### src/rtl/mac_feeder_pkg.sv
// mac_feeder_pkg: shared types and defaults for the MacArray input feeder.
//   - state_t      : feeder FSM states
//   - DEF_*        : default array geometry / bit widths shared with MacArray
//   - skew_depth() : extra delay stages for ifmap row r (row r lags row 0 by r cycles)
package mac_feeder_pkg;

  localparam int DEF_MAC_ROW        = 16;
  localparam int DEF_MAC_COL        = 16;
  localparam int DEF_IFMAP_BITWIDTH = 16;
  localparam int DEF_W_BITWIDTH     = 8;
  localparam int DEF_CNT_BITWIDTH   = 16;

  typedef enum logic [2:0] {
    IDLE,
    W_PRE,
    W_LOAD,
    IF_START,
    IF_FEED,
    DRAIN
  } state_t;

  // Row r of the array sees its ifmap element r cycles after row 0.
  function automatic int skew_depth(input int row);
    return row;
  endfunction

endpackage

### src/rtl/mac_feeder_skew_line.sv
// mac_skew_line: DEPTH-stage shift register used to skew one ifmap row.
//   clk, rst : clock, synchronous active-high reset (clears every stage)
//   in       : {enable, data} from the feeder output register
//   out      : in delayed by DEPTH cycles; DEPTH=0 passes in straight through
module mac_skew_line #(
  parameter int DEPTH = 1,
  parameter int WIDTH = 1
) (
  input  logic             clk,
  input  logic             rst,
  input  logic [WIDTH-1:0] in,
  output logic [WIDTH-1:0] out
);

  if (DEPTH == 0) begin : g_wire
    // Row 0 uses the feeder output register directly.
    logic unused_clk_rst;
    assign unused_clk_rst = clk ^ rst;
    assign out = in;
  end else begin : g_shift
    logic [WIDTH-1:0] stage [DEPTH];

    always_ff @(posedge clk) begin
      if (rst) begin
        // NOTE: the delay stages are cleared on reset (not left as plain storage)
        // so an abort mid-tile cannot leak stale enables into the array.
        for (int i = 0; i < DEPTH; i++) stage[i] <= '0;
      end else begin
        stage[0] <= in;
        for (int i = 1; i < DEPTH; i++) stage[i] <= stage[i-1];
      end
    end

    assign out = stage[DEPTH-1];
  end

endmodule

### src/rtl/mac_feeder.sv
// mac_feeder: transmitter for the MacArray input interface.
// Takes one weight tile (MAC_ROW row beats) and a stream of ifmap vectors from
// valid/ready sources and produces the MacArray protocol: w_prefetch pulse,
// weight-row beats, ifmap_start pulse, then per-row skewed ifmap enable/data.
//
// Ports:
//   clk, rst                 clock, synchronous active-high reset
//   start_in / reuse_w_in / ifmap_num_in   tile command, sampled in IDLE only
//   busy_out, done_out       tile in progress / one-cycle end-of-tile pulse
//   w_valid_in/w_ready_out/w_data_in              weight row source
//   ifmap_valid_in/ifmap_ready_out/ifmap_data_in  ifmap vector source
//   w_prefetch_out, w_enable_out, w_data_out      to MacArray weight port
//   ifmap_start_out, ifmap_enable_out, ifmap_data_out  to MacArray ifmap port
//
// Build option: define MAC_FEEDER_PERF_EN to add perf_stall_cnt_out[31:0], a
// saturating count of load/feed cycles with the active source's valid low.
module mac_feeder
  import mac_feeder_pkg::*;
#(
  parameter int MAC_ROW        = DEF_MAC_ROW,
  parameter int MAC_COL        = DEF_MAC_COL,
  parameter int IFMAP_BITWIDTH = DEF_IFMAP_BITWIDTH,
  parameter int W_BITWIDTH     = DEF_W_BITWIDTH,
  parameter int CNT_BITWIDTH   = DEF_CNT_BITWIDTH
) (
  input  logic                              clk,
  input  logic                              rst,
  input  logic                              start_in,
  input  logic                              reuse_w_in,
  input  logic [CNT_BITWIDTH-1:0]           ifmap_num_in,
  output logic                              busy_out,
  output logic                              done_out,
  input  logic                              w_valid_in,
  output logic                              w_ready_out,
  input  logic [MAC_COL*W_BITWIDTH-1:0]     w_data_in,
  input  logic                              ifmap_valid_in,
  output logic                              ifmap_ready_out,
  input  logic [MAC_ROW*IFMAP_BITWIDTH-1:0] ifmap_data_in,
  output logic                              w_prefetch_out,
  output logic                              w_enable_out,
  output logic [MAC_COL*W_BITWIDTH-1:0]     w_data_out,
  output logic                              ifmap_start_out,
  output logic [MAC_ROW-1:0]                ifmap_enable_out,
  output logic [MAC_ROW*IFMAP_BITWIDTH-1:0] ifmap_data_out
`ifdef MAC_FEEDER_PERF_EN
  ,
  output logic [31:0]                       perf_stall_cnt_out
`endif
);

  // DRAIN lasts MAC_ROW-1 cycles, so the design assumes MAC_ROW >= 2.
  localparam int WCW    = $clog2(MAC_ROW + 1);
  localparam int LANE_W = IFMAP_BITWIDTH + 1;
  localparam logic [WCW-1:0]          W_ONE      = WCW'(1);
  localparam logic [WCW-1:0]          W_LAST     = WCW'(MAC_ROW - 1);
  localparam logic [WCW-1:0]          DRAIN_LAST = WCW'(MAC_ROW - 2);
  localparam logic [CNT_BITWIDTH-1:0] CNT_ONE    = CNT_BITWIDTH'(1);

  state_t                            state;
  logic [CNT_BITWIDTH-1:0]           ifmap_num_q;
  logic [CNT_BITWIDTH-1:0]           if_cnt;
  logic [WCW-1:0]                    w_cnt;
  logic [WCW-1:0]                    drain_cnt;
  logic                              w_fire;
  logic                              if_fire;
  logic                              if_en_q;
  logic [MAC_ROW*IFMAP_BITWIDTH-1:0] if_data_q;

  assign w_ready_out     = (state == W_LOAD);
  assign ifmap_ready_out = (state == IF_FEED);
  assign w_fire          = w_valid_in & w_ready_out;
  assign if_fire         = ifmap_valid_in & ifmap_ready_out;

  // Control FSM. w_prefetch_out is raised on entry to W_PRE so it coincides
  // with that state; ifmap_start_out follows IF_START by one cycle so it lands
  // after the last weight beat has left the output register.
  always_ff @(posedge clk) begin
    if (rst) begin
      state           <= IDLE;
      busy_out        <= 1'b0;
      done_out        <= 1'b0;
      w_prefetch_out  <= 1'b0;
      ifmap_start_out <= 1'b0;
      ifmap_num_q     <= '0;
      if_cnt          <= '0;
      w_cnt           <= '0;
      drain_cnt       <= '0;
    end else begin
      // NOTE: non-blocking assignments throughout, so every register sees the
      // pre-edge state regardless of statement order; later writes win.
      done_out        <= 1'b0;
      w_prefetch_out  <= 1'b0;
      ifmap_start_out <= (state == IF_START);
      case (state)
        IDLE: begin
          if (start_in) begin
            busy_out    <= 1'b1;
            ifmap_num_q <= ifmap_num_in;
            w_cnt       <= '0;
            if_cnt      <= '0;
            if (reuse_w_in) begin
              state <= IF_START;
            end else begin
              state          <= W_PRE;
              w_prefetch_out <= 1'b1;
            end
          end
        end
        W_PRE: state <= W_LOAD;
        W_LOAD: begin
          if (w_fire) begin
            w_cnt <= w_cnt + W_ONE;
            if (w_cnt == W_LAST) state <= IF_START;
          end
        end
        IF_START: begin
          drain_cnt <= '0;
          state     <= (ifmap_num_q == '0) ? DRAIN : IF_FEED;
        end
        IF_FEED: begin
          if (if_fire) begin
            if_cnt <= if_cnt + CNT_ONE;
            if (if_cnt == ifmap_num_q - CNT_ONE) state <= DRAIN;
          end
        end
        DRAIN: begin
          drain_cnt <= drain_cnt + W_ONE;
          if (drain_cnt == DRAIN_LAST) begin
            state    <= IDLE;
            busy_out <= 1'b0;
            done_out <= 1'b1;
          end
        end
        default: state <= IDLE;
      endcase
    end
  end

  // Output register for weights and the shared first stage of every ifmap row.
  // Data registers load only on an accepted beat, so they hold across bubbles.
  always_ff @(posedge clk) begin
    if (rst) begin
      w_enable_out <= 1'b0;
      w_data_out   <= '0;
      if_en_q      <= 1'b0;
      if_data_q    <= '0;
    end else begin
      w_enable_out <= w_fire;
      if (w_fire) w_data_out <= w_data_in;
      if_en_q <= if_fire;
      if (if_fire) if_data_q <= ifmap_data_in;
    end
  end

  for (genvar r = 0; r < MAC_ROW; r++) begin : g_row
    logic [LANE_W-1:0] lane_out;

    mac_skew_line #(
      .DEPTH(skew_depth(r)),
      .WIDTH(LANE_W)
    ) u_skew (
      .clk(clk),
      .rst(rst),
      .in ({if_en_q, if_data_q[r*IFMAP_BITWIDTH +: IFMAP_BITWIDTH]}),
      .out(lane_out)
    );

    assign ifmap_enable_out[r] = lane_out[LANE_W-1];
    assign ifmap_data_out[r*IFMAP_BITWIDTH +: IFMAP_BITWIDTH] = lane_out[IFMAP_BITWIDTH-1:0];
  end

`ifdef MAC_FEEDER_PERF_EN
  logic stall;
  assign stall = ((state == W_LOAD) && !w_valid_in) ||
                 ((state == IF_FEED) && !ifmap_valid_in);

  always_ff @(posedge clk) begin
    if (rst) begin
      perf_stall_cnt_out <= '0;
    end else if ((state == IDLE) && start_in) begin
      perf_stall_cnt_out <= '0;
    end else if (stall && (perf_stall_cnt_out != '1)) begin
      perf_stall_cnt_out <= perf_stall_cnt_out + 32'd1;
    end
  end
`endif

endmodule

### config.mk
export PLATFORM = sky130hd
export DESIGN_NAME = mac_feeder
export DESIGN_NICKNAME = d
export VERILOG_FILES = /design/src/rtl/mac_feeder_pkg.sv /design/src/rtl/mac_feeder_skew_line.sv /design/src/rtl/mac_feeder.sv
export SDC_FILE = /design/constraint.sdc
export NUM_CORES = 2
export LEC_CHECK = 0
export BUFFER_PORTS_ARGS = -buffer_cell sky130_fd_sc_hd__buf_2
export CORE_MARGIN = 2
export CORE_UTILIZATION = 34
export DETAILED_ROUTE_END_ITERATION = 10
export MAX_ROUTING_LAYER = met4
export PLACE_DENSITY_LB_ADDON = 0.3
export SLEW_MARGIN = 10
export SYNTH_ARGS = -nofsm -noshare
export SYNTH_HDL_FRONTEND = slang
export SYNTH_HIERARCHICAL = 1
export SYNTH_SLANG_ARGS = --single-unit
### constraint.sdc
create_clock -name clk -period 2.6 [get_ports clk]
set_input_delay 0.39 -clock clk [delete_from_list [all_inputs] [get_ports clk]]
set_output_delay 0.39 -clock clk [all_outputs]
set_load 0.03 [all_outputs]
# ---- Word-level counts from Yosys, hierarchy flattened
# Memory sizes are Yosys's and may differ from the RTL's.
# Cells that the tools add are included.
dict set report totals {
  regBits 435
  ram_bits 2040
  output_inout_bits 407
  wordCells 329
  mem_count 15
}
dict set report op_classes {
  n_addsub 4
  eq_ne 14
  n_mux 145
  bitwise 124
  reduce_logical 14
}
# memory words width read_ports rd_clocked_by_memory_dff wr line_no
set mem_list {}
lappend mem_list {{g_row[15].u_skew.g_shift.stage} 15 17 15 0 15 mac_feeder_skew_line.sv:21} ;# logic [WIDTH-1:0] stage [DEPTH];
lappend mem_list {{g_row[14].u_skew.g_shift.stage} 14 17 14 0 14 mac_feeder_skew_line.sv:21}
lappend mem_list {{g_row[13].u_skew.g_shift.stage} 13 17 13 0 13 mac_feeder_skew_line.sv:21}
lappend mem_list {{g_row[12].u_skew.g_shift.stage} 12 17 12 0 12 mac_feeder_skew_line.sv:21}
lappend mem_list {{g_row[11].u_skew.g_shift.stage} 11 17 11 0 11 mac_feeder_skew_line.sv:21}
lappend mem_list {{g_row[10].u_skew.g_shift.stage} 10 17 10 0 10 mac_feeder_skew_line.sv:21}
lappend mem_list {{+9 memories} - - - - - -}
# cell count
set op_table {}
lappend op_table {{$mux 17} 120}
lappend op_table {{$or 1x1->1} 119}
lappend op_table {{$mux 16} 2}
lappend op_table {{$pmux 16 s2} 1}
lappend op_table {{$pmux 5 s2} 2}
lappend op_table {{$mux 3} 6}
lappend op_table {{$pmux 3 s6} 1}
lappend op_table {{$reduce_or 17->1} 1}
lappend op_table {{$add 16x1->16 const B} 1}
lappend op_table {{$eq 16x16->1} 1}
lappend op_table {{$logic_not 16->1} 1}
lappend op_table {{$sub 16x1->16 const B} 1}
lappend op_table {{$add 5x1->5 const B} 2}
lappend op_table {{$eq 5x4->1 const B} 2}
lappend op_table {{$mux 5} 2}
lappend op_table {{$mux 1} 9}
lappend op_table {{$reduce_and 3->1} 3}
lappend op_table {{$ne 2x1->1 const B} 4}
lappend op_table {{$reduce_bool 2->1} 4}
lappend op_table {{$eq 3x2->1 const B} 2}
lappend op_table {{$eq 3x3->1 const B} 2}
lappend op_table {{$reduce_and 6->1} 1}
lappend op_table {{$ne 2x2->1 const B} 2}
lappend op_table {{$eq 3x1->1 const B} 1}
lappend op_table {{8 further kinds} 11}

# ---- Logic depth before layout (Yosys ltp)
dict set report depth {
  word_depth 5
  mapped_depth 9
  depth_no_buf 9
}

# ---- Hierarchy
# Netlist, hierarchy kept.
# module n_inst cells_each area_each_um2 seq_area_each_um2
set by_module_without_submodules {}
lappend by_module_without_submodules {mac_feeder 1 2021 15821.4 8708.4}
lappend by_module_without_submodules {{mac_skew_line (g_row[15].u_skew)} 1 555 6967.9 5104.9}
lappend by_module_without_submodules {{mac_skew_line (g_row[14].u_skew)} 1 519 6507.5 4764.6}
lappend by_module_without_submodules {{mac_skew_line (g_row[13].u_skew)} 1 466 5923.2 4424.2}
lappend by_module_without_submodules {{mac_skew_line (g_row[12].u_skew)} 1 447 5592.9 4083.9}
lappend by_module_without_submodules {{mac_skew_line (g_row[10].u_skew)} 1 376 5073.6 3403.3}
lappend by_module_without_submodules {{mac_skew_line (g_row[11].u_skew)} 1 394 5044.8 3743.6}
lappend by_module_without_submodules {{mac_skew_line (g_row[9].u_skew)} 1 340 4729.5 3062.9}
lappend by_module_without_submodules {{mac_skew_line (g_row[8].u_skew)} 1 287 3679.8 2722.6}
lappend by_module_without_submodules {{mac_skew_line (g_row[7].u_skew)} 1 268 3348.2 2382.3}
lappend by_module_without_submodules {{mac_skew_line (g_row[6].u_skew)} 1 232 2869.0 2042.0}
lappend by_module_without_submodules {{mac_skew_line (g_row[5].u_skew)} 1 196 2439.8 1701.6}
lappend by_module_without_submodules {{mac_skew_line (g_row[4].u_skew)} 1 143 1836.8 1361.3}
lappend by_module_without_submodules {{mac_skew_line (g_row[3].u_skew)} 1 124 1492.7 1021.0}
lappend by_module_without_submodules {{+3 rows} - - - -}

# ---- Worst setup path before layout
# Ideal clock, no wire load.
dict set report synth_path {
  path_type {reg2reg}
  from {register state[0]}
  to {register w_data_out[100]}
  setup_time_ps 70
  t_arrival_ps 2268
  path_slack_ps 261
  stages_incl_launch_ff 9
  path_buffers 4
  period_less_slack_ps 2339
  path_cell_list {dfxtp_1 -> buf_2 -> nor3b_1 -> and2_1 -> clkbuf_1 -> buf_2 -> buf_2 -> nand2_1 -> a21oi_1}
}
dict set report synth_via {
  elab_chain_cells 2
}
# element line_no
set synth_lines {}
lappend synth_lines {{start: declaration} mac_feeder.sv:59} ;# state_t state;
lappend synth_lines {{start signal: assignment} mac_feeder.sv:118} ;# state <= (ifmap_num_q == '0) ? DRAIN : IF_FEED;
lappend synth_lines {{$eq 3x2->1} mac_feeder.sv:69} ;# assign w_ready_out = (state == W_LOAD);
lappend synth_lines {{via w_ready_out} mac_feeder.sv:34} ;# output logic w_ready_out,
lappend synth_lines {{$and 1x1->1} mac_feeder.sv:71} ;# assign w_fire = w_valid_in & w_ready_out;
lappend synth_lines {{end signal: assignment} mac_feeder.sv:149} ;# if (w_fire) w_data_out <= w_data_in;
lappend synth_lines {{end: declaration} mac_feeder.sv:41} ;# output logic [MAC_COL*W_BITWIDTH-1:0] w_data_out,
# The timed path passes the listed nets, and every way through them passes these cells.
# A chain may end at the register's enable or synchronous reset.

# ---- Final worst setup path
dict set report layout_path {
  from {register state[2]}
  to {output ifmap_ready_out}
}
dict set report layout_via {
  elab_chain_cells 1
}
# element line_no
set layout_lines {}
lappend layout_lines {{$eq 3x3->1} mac_feeder.sv:70} ;# assign ifmap_ready_out = (state == IF_FEED);
lappend layout_lines {{end: declaration} mac_feeder.sv:37} ;# output logic ifmap_ready_out,
# No other way between the ends.

==> impl_metrics.tcl <==
set metrics [dict create \
    p_leak_nw 36.2 \
    grt_start_max_net_pins 179 \
    fp.dieH_um 467 \
    holdPathStages 4 \
    drv_cap 0 \
    critPathSlowestCell "dfxtp_4" \
    cts.htree.levels 4 \
    critPathMaxFanout 16 \
    synth-edff-count 0 \
    startpoint_type "flip-flop" \
    finalHoldViolCount 0 \
    drc_errors 0 \
    routed_wl_um 149000 \
    clock_path_buffers 3 \
    path_class "flip-flop to output pin" \
    min_period_ns 2.47 \
    finClkSkew_ns 0.0811 \
    cts_root_buffer "clkbuf_16" \
    required_ns 2.21 \
    timing.slew.headroom 0.468 \
    critPathMaxStageDelay_ns 0.41 \
    grt_pass1_vias 41879 \
    grt.total_usage 0.137 \
    drtAntennaViolNets 0 \
    cellPowerDensity_nw_per_um2 849 \
    cp_top_family "buffers and inverters" \
    finalCritPeriodShare 0.948 \
    numCtsBuffers 240 \
    drv_slew 0 \
    syn_inst 6508 \
    synth.area.top_cells "dfxtp_1 (68%), nor2b_1 (16%), nand2_1 (4.2%), a21oi_1 (2.9%), buf_4 (2.1%)" \
    layout.nets 7901 \
    r2r-start "state[1]" \
    tightest_slew_ns 0.799 \
    async_reset_ff_frac 0 \
    hp-start "w_valid_in" \
    dieWidth_um 467 \
    wl_per_cell_um 14.1 \
    drtPass1Iterations 5 \
    synth_top_area_frac 0.679 \
    route.vias.total 42480 \
    yosysSeqAreaShare 0.679 \
    crit_path_end_kind "output pin" \
    ys.flop_type "dfxtp_1" \
    rrSetupSlack_ns 0.20 \
    synth_nets 6920 \
    cp_num_buf_inv 3 \
    numClockSinks 2475 \
    yosys.area.top_type "dfxtp_1" \
    gp_congestion 0.855 \
    synth_seq_cells 2475 \
    synth.distinct_cells 61 \
    worstRegToRegCells 7 \
    min_to "w_data_out[45]" \
    clk_pin_slew_worst_paths_ns 0.06 \
    ioPinCount 813 \
    avgViaCountPerCell 4.03 \
    yosys_warnings 6 \
    layout-drive-gt1-share 0.191 \
    synth.avg_cell_area_um2 11.2 \
    status "finished, final reports clean" \
    area_growth_pct 24.2 \
    fin_hold_ws_ns 0.145 \
    hpwl_um 96600 \
    netlist_area_um2 73000 \
    portBuffers 812 \
    rsz0062_at_grt "false" \
    netlist_top_cells_count "dfxtp_1 (2475), nor2b_1 (1849), nand2_1 (823)" \
    grt_first_pass_wirelength_um 232000 \
    r2r-end "if_data_q[251]" \
    antenna_found_initial 31 \
    core_um2 214000 \
    clock_latency_ns 0.87 \
    finalSetupViolCount 0 \
    crit_chain "buf_6, inv_1, nor3_2, buf_4" \
    globalRouteOverflowTotal 0 \
    hp-class "primary input to flip-flop" \
    ir_worst_vdd_uv 653 \
    fin_setup_tns_ns 0 \
    drtIter0Drc 2136 \
    synth_most_common_cell "dfxtp_1" \
    tritoncts "built" \
    row_count 170 \
    dieArea_um2 218000 \
    max_freq_ghz 0.406 \
    cp_data_arrival_time_ns 2.08 \
    initial_core_util 0.341 \
]
[per-layer routing]
metal  routed length [um]  track usage
met3                 8450       0.0364
met1                63500        0.159
met5                    0            -
met4                 7210       0.0674
met2                69700        0.218
[registers in the layout, indices dropped and copies added (netlist names)]
register                    cells
g_row.u_skew/g_shift.stage   2040
if_data_q                     256
w_data_out                    128
if_cnt                         16
ifmap_num_q                    16
drain_cnt                       5
w_cnt                           5
state                           3
busy_out                        1
done_out                        1
if_en_q                         1
ifmap_start_out                 1
w_enable_out                    1
w_prefetch_out                  1
[area by class of cell]
| cell class | count | area (um2) |
|---|---|---|
| diodes | 27 | 67.6 |
| clock buffers | 346 | 6970 |
| clock inverters | 89 | 1330 |
| fillers | 20310 | 123000 |
| inverters | 8 | 30.0 |
| multi-input cells | 3469 | 20000 |
| flip-flops and latches | 2475 | 49600 |
| well taps | 2838 | 3550 |
| repair buffers | 1295 | 9130 |
[power breakdown]
group          switching (mW)  internal (mW)
clock                    14.5           20.9
sequential              0.167           38.2
combinational            1.92           1.20
[worst max-delay path by stage]
stage               depth (start not counted)           start               to  slack (ns)
floorplan                                   8        state[0]  w_data_out[100]        0.26
global placement                            8  ifmap_num_q[0]         state[0]        0.33
detailed placement                          8  ifmap_num_q[0]         state[0]        0.19
CTS                                         4        state[2]  ifmap_ready_out        0.01
global route                                4        state[2]  ifmap_ready_out        0.02
finish                                      4        state[2]  ifmap_ready_out        0.13
[metrics by stage]
| step | std cells | util | area (um2) | total power [mW] | setup slack [ns] |
|---|---|---|---|---|---|
| after detailed placement | 9673 | 0.365 | 78100 | 41.8 | 0.190 |
| after global placement | 9673 | 0.365 | 78100 | 41.8 | 0.326 |
| after CTS | 10519 | 0.423 | 90600 | 78.1 | 0.0101 |
| after floorplan | 6508 | - | 73000 | 40.9 | 0.261 |
| after global routing | 10547 | 0.424 | 90600 | 79.9 | 0.0221 |
| final | 10547 | 0.424 | 90600 | 76.9 | 0.135 |
[cells by family (layout without fill, tap and decap cells)]
family | count (synthesis) | in the layout | share of synthesized area
AO/OA/AOI/OAI | 456 | 456 | 0.0327
multiplexers | 1 | 1 | 0.000137
XOR/XNOR | 34 | 34 | 0.00408
adder cells (fa/ha/maj) | 6 | 6 | 0.00103
flip-flops | 2475 | 2475 | 0.679
buffers and inverters | 564 | 1738 | 0.0478
other | 0 | 27 | 0
AND/OR/NAND/NOR | 2972 | 2972 | 0.235
[cell usage in the layout, fill, tap and decap left out, drive strengths merged, types with 2 or more instances in the layout]
cell,count
dfxtp,2475
nor2b,2019
buf,884
nand2,823
a21oi,418
dlygate4sd3,411
clkbuf,346
clkinv,52
nor2,38
diode,27
bufinv,23
and2b,21
xnor2,18
xor2,16
nor3,16
inv,14
o21ai,12
nand4,9
clkinvlp,8
nand3,8
nand2b,6
ha,6
a211oi,6
or3,5
o2111ai,4
nor4,4
nor3b,3
a22oi,3
o31ai,3
or2,3
nand3b,3
and3,2
nand4b,2
and2,2
nor4bb,2
nor4b,2
a2111oi,2
[worst register-to-register path: cells and delay by family, from the launching register on]
kind | cells | cell delay, ns
AO/OA/AOI/OAI | 1 | 0.14
buffers and inverters | 4 | 1.30
flip-flops | 1 | 0.40
AND/OR/NAND/NOR | 2 | 0.49
[repair_timing]
item,4_1_cts,5_1_grt
hold buffers,411,0
resized for setup,4,2
pin swaps,0,1
buffers inserted,0,1
hold endpoints to repair,426,0
endpoints found under the setup margin,1,4
No activity file was read; power rests on OpenSTA's default activity.
